File: src/rtl/kvs_pkg.sv
// Shared types and constants for the KVS kernel command arbiter.
package kvs_pkg;

    localparam int KEY_W  = 128;
    localparam int VAL_W  = 32;
    localparam int ADDR_W = 16;

    typedef enum logic [2:0] {
        CMD_NOP    = 3'd0,
        CMD_SEARCH = 3'd1,
        CMD_UPDATE = 3'd2,
        CMD_WRITE  = 3'd3,
        CMD_ERASE  = 3'd4,
        CMD_READ   = 3'd5
    } kvs_cmd_t;

    typedef enum logic [2:0] {
        ST_WAIT_RDY,
        ST_INIT,
        ST_INIT_WAIT,
        ST_RUN,
        ST_DRAIN
    } arb_state_t;

    // Strobe vector order: {valid, search, update, write, erase, read}
    function automatic logic [5:0] cmd_strobes(input logic [2:0] cmd);
        logic [5:0] s;
        s = 6'b000000;
        case (cmd)
            CMD_SEARCH: s = 6'b110000;
            CMD_UPDATE: s = 6'b101000;
            CMD_WRITE:  s = 6'b100100;
            CMD_ERASE:  s = 6'b100010;
            CMD_READ:   s = 6'b100001;
            default:    s = 6'b000000;
        endcase
        return s;
    endfunction

endpackage

File: src/rtl/kvs_cmd_arbiter_tag_fifo.sv
// Synchronous FIFO of requester tags, one entry per command awaiting O_ACK.
module kvs_tag_fifo #(
    parameter int DEPTH = 16,
    parameter int TAG_W = 1
) (
    input  logic                     clk,
    input  logic                     srst,
    input  logic                     push,
    input  logic [TAG_W-1:0]         push_tag,
    input  logic                     pop,
    output logic [TAG_W-1:0]         pop_tag,
    output logic [$clog2(DEPTH):0]   count
);

    localparam int AW = $clog2(DEPTH);

    logic [TAG_W-1:0] mem [DEPTH];
    logic [AW-1:0]    wr_ptr_reg;
    logic [AW-1:0]    rd_ptr_reg;
    logic [AW:0]      count_reg;
    logic             push_ok;
    logic             pop_ok;

    assign push_ok = push && (count_reg != (AW+1)'(DEPTH));
    assign pop_ok  = pop && (count_reg != '0);

    always_ff @(posedge clk) begin
        if (push_ok) begin
            mem[wr_ptr_reg] <= push_tag;
        end
    end

    always_ff @(posedge clk) begin
        if (srst) begin
            wr_ptr_reg <= '0;
            rd_ptr_reg <= '0;
            count_reg  <= '0;
        end else begin
            if (push_ok) wr_ptr_reg <= wr_ptr_reg + 1'b1;
            if (pop_ok)  rd_ptr_reg <= rd_ptr_reg + 1'b1;
            case ({push_ok, pop_ok})
                2'b10:   count_reg <= count_reg + 1'b1;
                2'b01:   count_reg <= count_reg - 1'b1;
                default: count_reg <= count_reg;
            endcase
        end
    end

    // Head is read combinationally so the tag is known in the O_ACK cycle.
    assign pop_tag = mem[rd_ptr_reg];
    assign count   = count_reg;

endmodule

File: src/rtl/kvs_cmd_arbiter.sv
// Round-robin sharing of the axonerve_kvs_kernel command port, with kernel
// init sequencing and in-order routing of O_ACK responses to requesters.
module kvs_cmd_arbiter
    import kvs_pkg::*;
#(
    parameter int NUM_REQ         = 2,
    parameter int MAX_OUTSTANDING = 16
) (
    input  logic                     clk,
    input  logic                     reset,
    input  logic                     clear,
    output logic                     ready,
    output logic                     error,
    input  logic [NUM_REQ-1:0]       req_valid,
    output logic [NUM_REQ-1:0]       req_ready,
    input  logic [NUM_REQ*3-1:0]     req_cmd,
    input  logic [NUM_REQ*KEY_W-1:0] req_key,
    input  logic [NUM_REQ*VAL_W-1:0] req_value,
    output logic [NUM_REQ-1:0]       rsp_valid,
    output logic                     rsp_hit,
    output logic                     rsp_multi,
    output logic                     rsp_err,
    output logic [VAL_W-1:0]         rsp_value,
    output logic [ADDR_W-1:0]        rsp_addr,
    output logic                     I_CMD_INIT,
    output logic                     I_CMD_VALID,
    output logic                     I_CMD_ERASE,
    output logic                     I_CMD_WRITE,
    output logic                     I_CMD_READ,
    output logic                     I_CMD_SEARCH,
    output logic                     I_CMD_UPDATE,
    output logic [KEY_W-1:0]         I_KEY_DAT,
    output logic [VAL_W-1:0]         I_KEY_VALUE,
    output logic [KEY_W-1:0]         I_EKEY_MSK,
    output logic [6:0]               I_KEY_PRI,
    input  logic                     O_READY,
    input  logic                     O_WAIT,
    input  logic                     O_ACK,
    input  logic                     O_SINGLE_HIT,
    input  logic                     O_MULTI_HIT,
    input  logic                     O_ENT_ERR,
    input  logic                     O_CMD_FULL,
    input  logic [VAL_W-1:0]         O_KEY_VALUE,
    input  logic [ADDR_W-1:0]        O_ENT_ADDR
);

    localparam int TAG_W = $clog2(NUM_REQ);
    localparam int CNT_W = $clog2(MAX_OUTSTANDING) + 1;

    arb_state_t         state_reg, state_next;
    logic               clear_pending_reg, clear_pending_next;
    logic               seen_low_reg;
    logic [1:0]         ones_cnt_reg;
    logic [TAG_W-1:0]   ptr_reg;

    logic [2:0]         cmd_arr [NUM_REQ];
    logic [KEY_W-1:0]   key_arr [NUM_REQ];
    logic [VAL_W-1:0]   val_arr [NUM_REQ];

    logic               grant_allowed;
    logic               grant_any;
    logic [TAG_W-1:0]   grant_idx;
    logic [5:0]         sel_strobes;
    logic               issue_valid;

    logic [TAG_W-1:0]   fifo_tag;
    logic [CNT_W-1:0]   fifo_count;
    logic               fifo_empty;
    logic               fifo_full;
    logic               ack_ok;

    logic [5:0]         strobe_reg;
    logic [KEY_W-1:0]   key_dat_reg;
    logic [VAL_W-1:0]   key_val_reg;
    logic               init_reg;
    logic               ready_reg;
    logic               error_reg;
    logic [NUM_REQ-1:0] rsp_valid_reg;
    logic               rsp_hit_reg;
    logic               rsp_multi_reg;
    logic               rsp_err_reg;
    logic [VAL_W-1:0]   rsp_value_reg;
    logic [ADDR_W-1:0]  rsp_addr_reg;

    genvar gi;
    generate
        for (gi = 0; gi < NUM_REQ; gi++) begin : g_unpack
            assign cmd_arr[gi] = req_cmd[gi*3 +: 3];
            assign key_arr[gi] = req_key[gi*KEY_W +: KEY_W];
            assign val_arr[gi] = req_value[gi*VAL_W +: VAL_W];
        end
    endgenerate

    assign fifo_empty = (fifo_count == '0);
    assign fifo_full  = (fifo_count == CNT_W'(MAX_OUTSTANDING));
    assign ack_ok     = O_ACK && !fifo_empty;

    // The incoming clear pulse blocks grants in its own cycle as well.
    assign grant_allowed = (state_reg == ST_RUN) && !O_WAIT && !O_CMD_FULL &&
                           !fifo_full && !clear_pending_reg && !clear;

    always_comb begin
        int idx;
        logic [TAG_W-1:0] cand;
        grant_any = 1'b0;
        grant_idx = '0;
        req_ready = '0;
        idx       = 0;
        cand      = '0;
        if (grant_allowed) begin
            for (int i = 0; i < NUM_REQ; i++) begin
                idx = int'(ptr_reg) + i;
                if (idx >= NUM_REQ) idx = idx - NUM_REQ;
                cand = TAG_W'(idx);
                if (!grant_any && req_valid[cand]) begin
                    grant_any = 1'b1;
                    grant_idx = cand;
                end
            end
            if (grant_any) req_ready[grant_idx] = 1'b1;
        end
    end

    assign sel_strobes = grant_any ? cmd_strobes(cmd_arr[grant_idx]) : 6'b000000;
    assign issue_valid = sel_strobes[5];

    always_comb begin
        state_next         = state_reg;
        clear_pending_next = clear_pending_reg | clear;
        case (state_reg)
            ST_WAIT_RDY:  if (O_READY) state_next = ST_INIT;
            ST_INIT:      state_next = ST_INIT_WAIT;
            ST_INIT_WAIT: if (O_READY && (seen_low_reg || ones_cnt_reg == 2'd3))
                              state_next = ST_RUN;
            ST_RUN:       if (clear_pending_reg || clear) state_next = ST_DRAIN;
            ST_DRAIN: begin
                if (fifo_empty) begin
                    state_next         = ST_INIT;
                    clear_pending_next = clear;
                end
            end
            default:      state_next = ST_WAIT_RDY;
        endcase
    end

    always_ff @(posedge clk) begin
        if (reset) begin
            state_reg         <= ST_WAIT_RDY;
            clear_pending_reg <= 1'b0;
            seen_low_reg      <= 1'b0;
            ones_cnt_reg      <= '0;
            ptr_reg           <= '0;
            strobe_reg        <= '0;
            key_dat_reg       <= '0;
            key_val_reg       <= '0;
            init_reg          <= 1'b0;
            ready_reg         <= 1'b0;
            error_reg         <= 1'b0;
            rsp_valid_reg     <= '0;
            rsp_hit_reg       <= 1'b0;
            rsp_multi_reg     <= 1'b0;
            rsp_err_reg       <= 1'b0;
            rsp_value_reg     <= '0;
            rsp_addr_reg      <= '0;
        end else begin
            state_reg         <= state_next;
            clear_pending_reg <= clear_pending_next;
            init_reg          <= (state_next == ST_INIT);
            ready_reg         <= (state_next == ST_RUN);

            // O_READY bookkeeping only counts cycles spent in INIT_WAIT.
            if (state_reg == ST_INIT) begin
                seen_low_reg <= 1'b0;
                ones_cnt_reg <= '0;
            end else if (state_reg == ST_INIT_WAIT) begin
                if (!O_READY) begin
                    seen_low_reg <= 1'b1;
                    ones_cnt_reg <= '0;
                end else if (ones_cnt_reg != 2'd3) begin
                    ones_cnt_reg <= ones_cnt_reg + 1'b1;
                end
            end

            strobe_reg <= sel_strobes;
            if (grant_any) begin
                key_dat_reg <= key_arr[grant_idx];
                key_val_reg <= val_arr[grant_idx];
                ptr_reg     <= (grant_idx == TAG_W'(NUM_REQ - 1)) ? '0 : grant_idx + 1'b1;
            end

            rsp_valid_reg <= '0;
            if (ack_ok) begin
                rsp_valid_reg[fifo_tag] <= 1'b1;
                rsp_hit_reg             <= O_SINGLE_HIT | O_MULTI_HIT;
                rsp_multi_reg           <= O_MULTI_HIT;
                rsp_err_reg             <= O_ENT_ERR;
                rsp_value_reg           <= O_KEY_VALUE;
                rsp_addr_reg            <= O_ENT_ADDR;
            end
            if (O_ACK && fifo_empty) error_reg <= 1'b1;
        end
    end

    kvs_tag_fifo #(
        .DEPTH (MAX_OUTSTANDING),
        .TAG_W (TAG_W)
    ) u_tag_fifo (
        .clk      (clk),
        .srst     (reset),
        .push     (issue_valid),
        .push_tag (grant_idx),
        .pop      (O_ACK),
        .pop_tag  (fifo_tag),
        .count    (fifo_count)
    );

    assign {I_CMD_VALID, I_CMD_SEARCH, I_CMD_UPDATE,
            I_CMD_WRITE, I_CMD_ERASE, I_CMD_READ} = strobe_reg;
    assign I_CMD_INIT  = init_reg;
    assign I_KEY_DAT   = key_dat_reg;
    assign I_KEY_VALUE = key_val_reg;
    assign I_EKEY_MSK  = '0;
    assign I_KEY_PRI   = '0;
    assign ready       = ready_reg;
    assign error       = error_reg;
    assign rsp_valid   = rsp_valid_reg;
    assign rsp_hit     = rsp_hit_reg;
    assign rsp_multi   = rsp_multi_reg;
    assign rsp_err     = rsp_err_reg;
    assign rsp_value   = rsp_value_reg;
    assign rsp_addr    = rsp_addr_reg;

endmodule

File: config.mk
export PLATFORM = sky130hd
export DESIGN_NAME = kvs_cmd_arbiter
export DESIGN_NICKNAME = d
export VERILOG_FILES = /design/src/rtl/kvs_pkg.sv /design/src/rtl/kvs_cmd_arbiter_tag_fifo.sv /design/src/rtl/kvs_cmd_arbiter.sv
export SDC_FILE = /design/constraint.sdc
export NUM_CORES = 1
export LEC_CHECK = 0
export CAP_MARGIN = 10
export CORE_AREA = 2 2 290 292
export DETAILED_ROUTE_END_ITERATION = 10
export DIE_AREA = 0 0 292 294
export MAX_ROUTING_LAYER = met4
export PLACE_DENSITY = 0.41
export SLEW_MARGIN = 10
export SYNTH_ARGS = -nofsm -noshare
export SYNTH_HDL_FRONTEND = slang
export SYNTH_SLANG_ARGS = --single-unit
File: constraint.sdc
create_clock -name clk -period 4.9 [get_ports clk]
set_input_delay 0.735 -clock clk [delete_from_list [all_inputs] [get_ports clk]]
set_output_delay 0.735 -clock clk [all_outputs]
set_load 0.02 [all_outputs]
==> reports/metrics.cfg <==
[die]
ios=745
initial_core_util_pct=14.5
rows=106
die_w_um=292
die_h_um=294
core_area_sq_um=82900
dieArea_sq_um=85800

[yosys]
ys_warn_count=0
synthMuxAreaShare_pct=1.56
ys_seq_elements=263
yosysUniqueCellTypes=59
synthesis.area_sq_um=12000
synth_cells=1338
synth_ff_type=dfxtp_1
synth-async-reset-ratio_pct=0
synth_compound_area_share_pct=30.0
yosysSeqAreaShare_pct=45.2
synth_top_area_cell=dfxtp_1
synth_area_leaders=dfxtp_1 41%, o2bb2ai_1 12%, a21oi_1 9.3%
yosysTopAreaCellShare_pct=41.2
synth.avg_cell_area_sq_um=8.96
synth_edf_count=16
synth_top_family_by_area=compound AO/OA/AOI/OAI gates
yosys.area_share.simple_pct=8.24
synth_fa_ha_area_share_pct=1.04
synth-xor-area-share_pct=0.365

[critical_path]
criticalPathCategory=in2out
crit_path_start_kind=input port
cp_max_fo=13
required_ns=4.16
crit_arrival_ns=2.95
worstSetupEndpointType=output port

[clocking]
hold_buffers=0
clockBufferDepth=3
cts_sinks=263
htreeDepth=2
cts_buffers=37
post-cts-setup-buffers=0
clock-root-buffer=clkbuf_16
cts_tree=built
ctsResizeCount=0
clk_latency_ns=0.54
clkTransAtPathRegs_ns=0.06

[global_route]
grt_pass1_vias=12249
grt_first_pass_wirelength_um=82500
antenna_found_initial=4
overflow=0
track_usage_pct=13.2
grt_start_max_net_pins=167

[timing]
maxSlewViolCount=0
finalCriticalPeriod_ns=3.69
finalWorstSetupSlack_ns=1.21
maxSlewHeadroom_pct=3.10
tns_ns=0
rsz0062_at_grt=false
finalHoldViolCount=0
setup_viol=0
fin_worst_skew_ns=0.0159
tightest_slew_ns=1.45
fmax_ghz=0.271
min_period_over_period_pct=75.2

[layout]
drive_above_1_share_pct=4.83
nNetsFinal=2277
fin_cells=2990
largest_reg_flops=128
fin_util_pct=23.8
syn2layout_area_growth_pct=64.8
final_common_cell=clkdlybuf4s50_1
layout_common_cells=608 x clkdlybuf4s50_1, 247 x dfxtp_1, 223 x a21oi_1, 163 x o21ai_0, 160 x o2bb2ai_1

[flow_run]
drv_cap=0

[routing]
dr_total_vias=11913
ant_nets=0
drc_errors=0
drtIter0Drc=569
wirelength_um=58000
avgViaCountPerCell=3.98
drt-wirelength-per-cell_um=19.4
first_pass_iters=4

[power]
vdd_drop_max_mv=0.184
power_mw=5.46
p_per_area_nw_per_um2=276
cellLeakagePower_nw=6.62

[place]
numPortBuffers=609
gp_congestion=0.846
preCtsSetupSlack_ns=0.754
dp_hpwl_um=41600
dp_cells=2922

[run_status]
outcome=completed

[worst_hold_path]
hold_class=reg2reg

cell usage after synthesis (3+ instances only):
master,number
nor2_1,27
o21ai_0,163
nand2_1,115
o22ai_1,3
buf_2,27
nor3_1,9
a21oi_1,223
xor2_1,4
mux2_2,4
mux4_2,5
buf_1,6
nand4_1,3
inv_1,9
mux2i_1,3
or3_1,5
and3_1,13
edfxtp_1,16
clkbuf_1,71
nor2b_1,5
ha_1,10
and2_1,6
o2bb2ai_1,160
a22oi_1,3
buf_4,137
nand2b_1,3
dfxtp_1,247
nand4b_1,6
o21a_1,4
nor4_1,3
buf_6,12
cell families (layout without fill, tap and decap cells):
logic type	count (synthesis)	after routing
compound gates	577	577
flops	263	263
buf+inv	263	696
simple gates	207	207
mux	12	12
fa+ha+maj	10	10
xor+xnor	5	5
other cells	1	140
layer usage:
| metal | track usage (%) | wire length, um | part of all wire, % |
|---|---|---|---|
| met2 | 22.4 | 28800 | 50 |
| met3 | 4.27 | 4730 | 8.2 |
| met5 | - | 0 | 0 |
| met1 | 15.0 | 23400 | 40 |
| met4 | 3.23 | 1110 | 1.9 |
critical path, stage by stage:
cell and delay [ns]:
clkdlybuf4s50_1 0.40, or3_4 0.42, a211o_1 0.45, nor3_1 0.29, clkdlybuf4s50_1 0.65
cell type report:
cell class / count / area, sq um
multi-input combinational: 946 / 5480
tap: 1080 / 1350
antenna: 5 / 12.5
inverter: 10 / 37.5
clock inverter: 18 / 205
fill: 8928 / 63100
sequential: 263 / 5430
clock buffer: 45 / 976
timing repair buffer: 623 / 6270
power breakdown:
part	leakage, nW	internal, mW	switching, mW
Clock	0.570	1.63	1.07
Combinational	3.93	0.312	0.284
Sequential	2.12	2.16	0.00491
metrics by stage:
stage | instance area [sq um] | hold WS, ns
after floorplan | 12500 | 0.435
after global placement | 18600 | 0.442
after detailed placement | 18600 | 0.445
after CTS | 19700 | 0.454
after global routing | 19800 | 0.475
final | 19800 | 0.453
final timing paths:
kind                              start                          endpoint  slack, ns  depth (start not counted)
min reg2reg  rsp_value[29]$_SDFFE_PP0P_        rsp_value[29]$_SDFFE_PP0P_       0.45                          2
max                              O_WAIT                      req_ready[0]       1.21                          5
max reg2reg     state_reg[2]$_SDFF_PP0_  u_tag_fifo.count[4]$_SDFFE_PP0P_       1.38                         12
min          rsp_value[29]$_SDFFE_PP0P_        rsp_value[29]$_SDFFE_PP0P_       0.45                          2
Power figures use the tool's default switching activity.
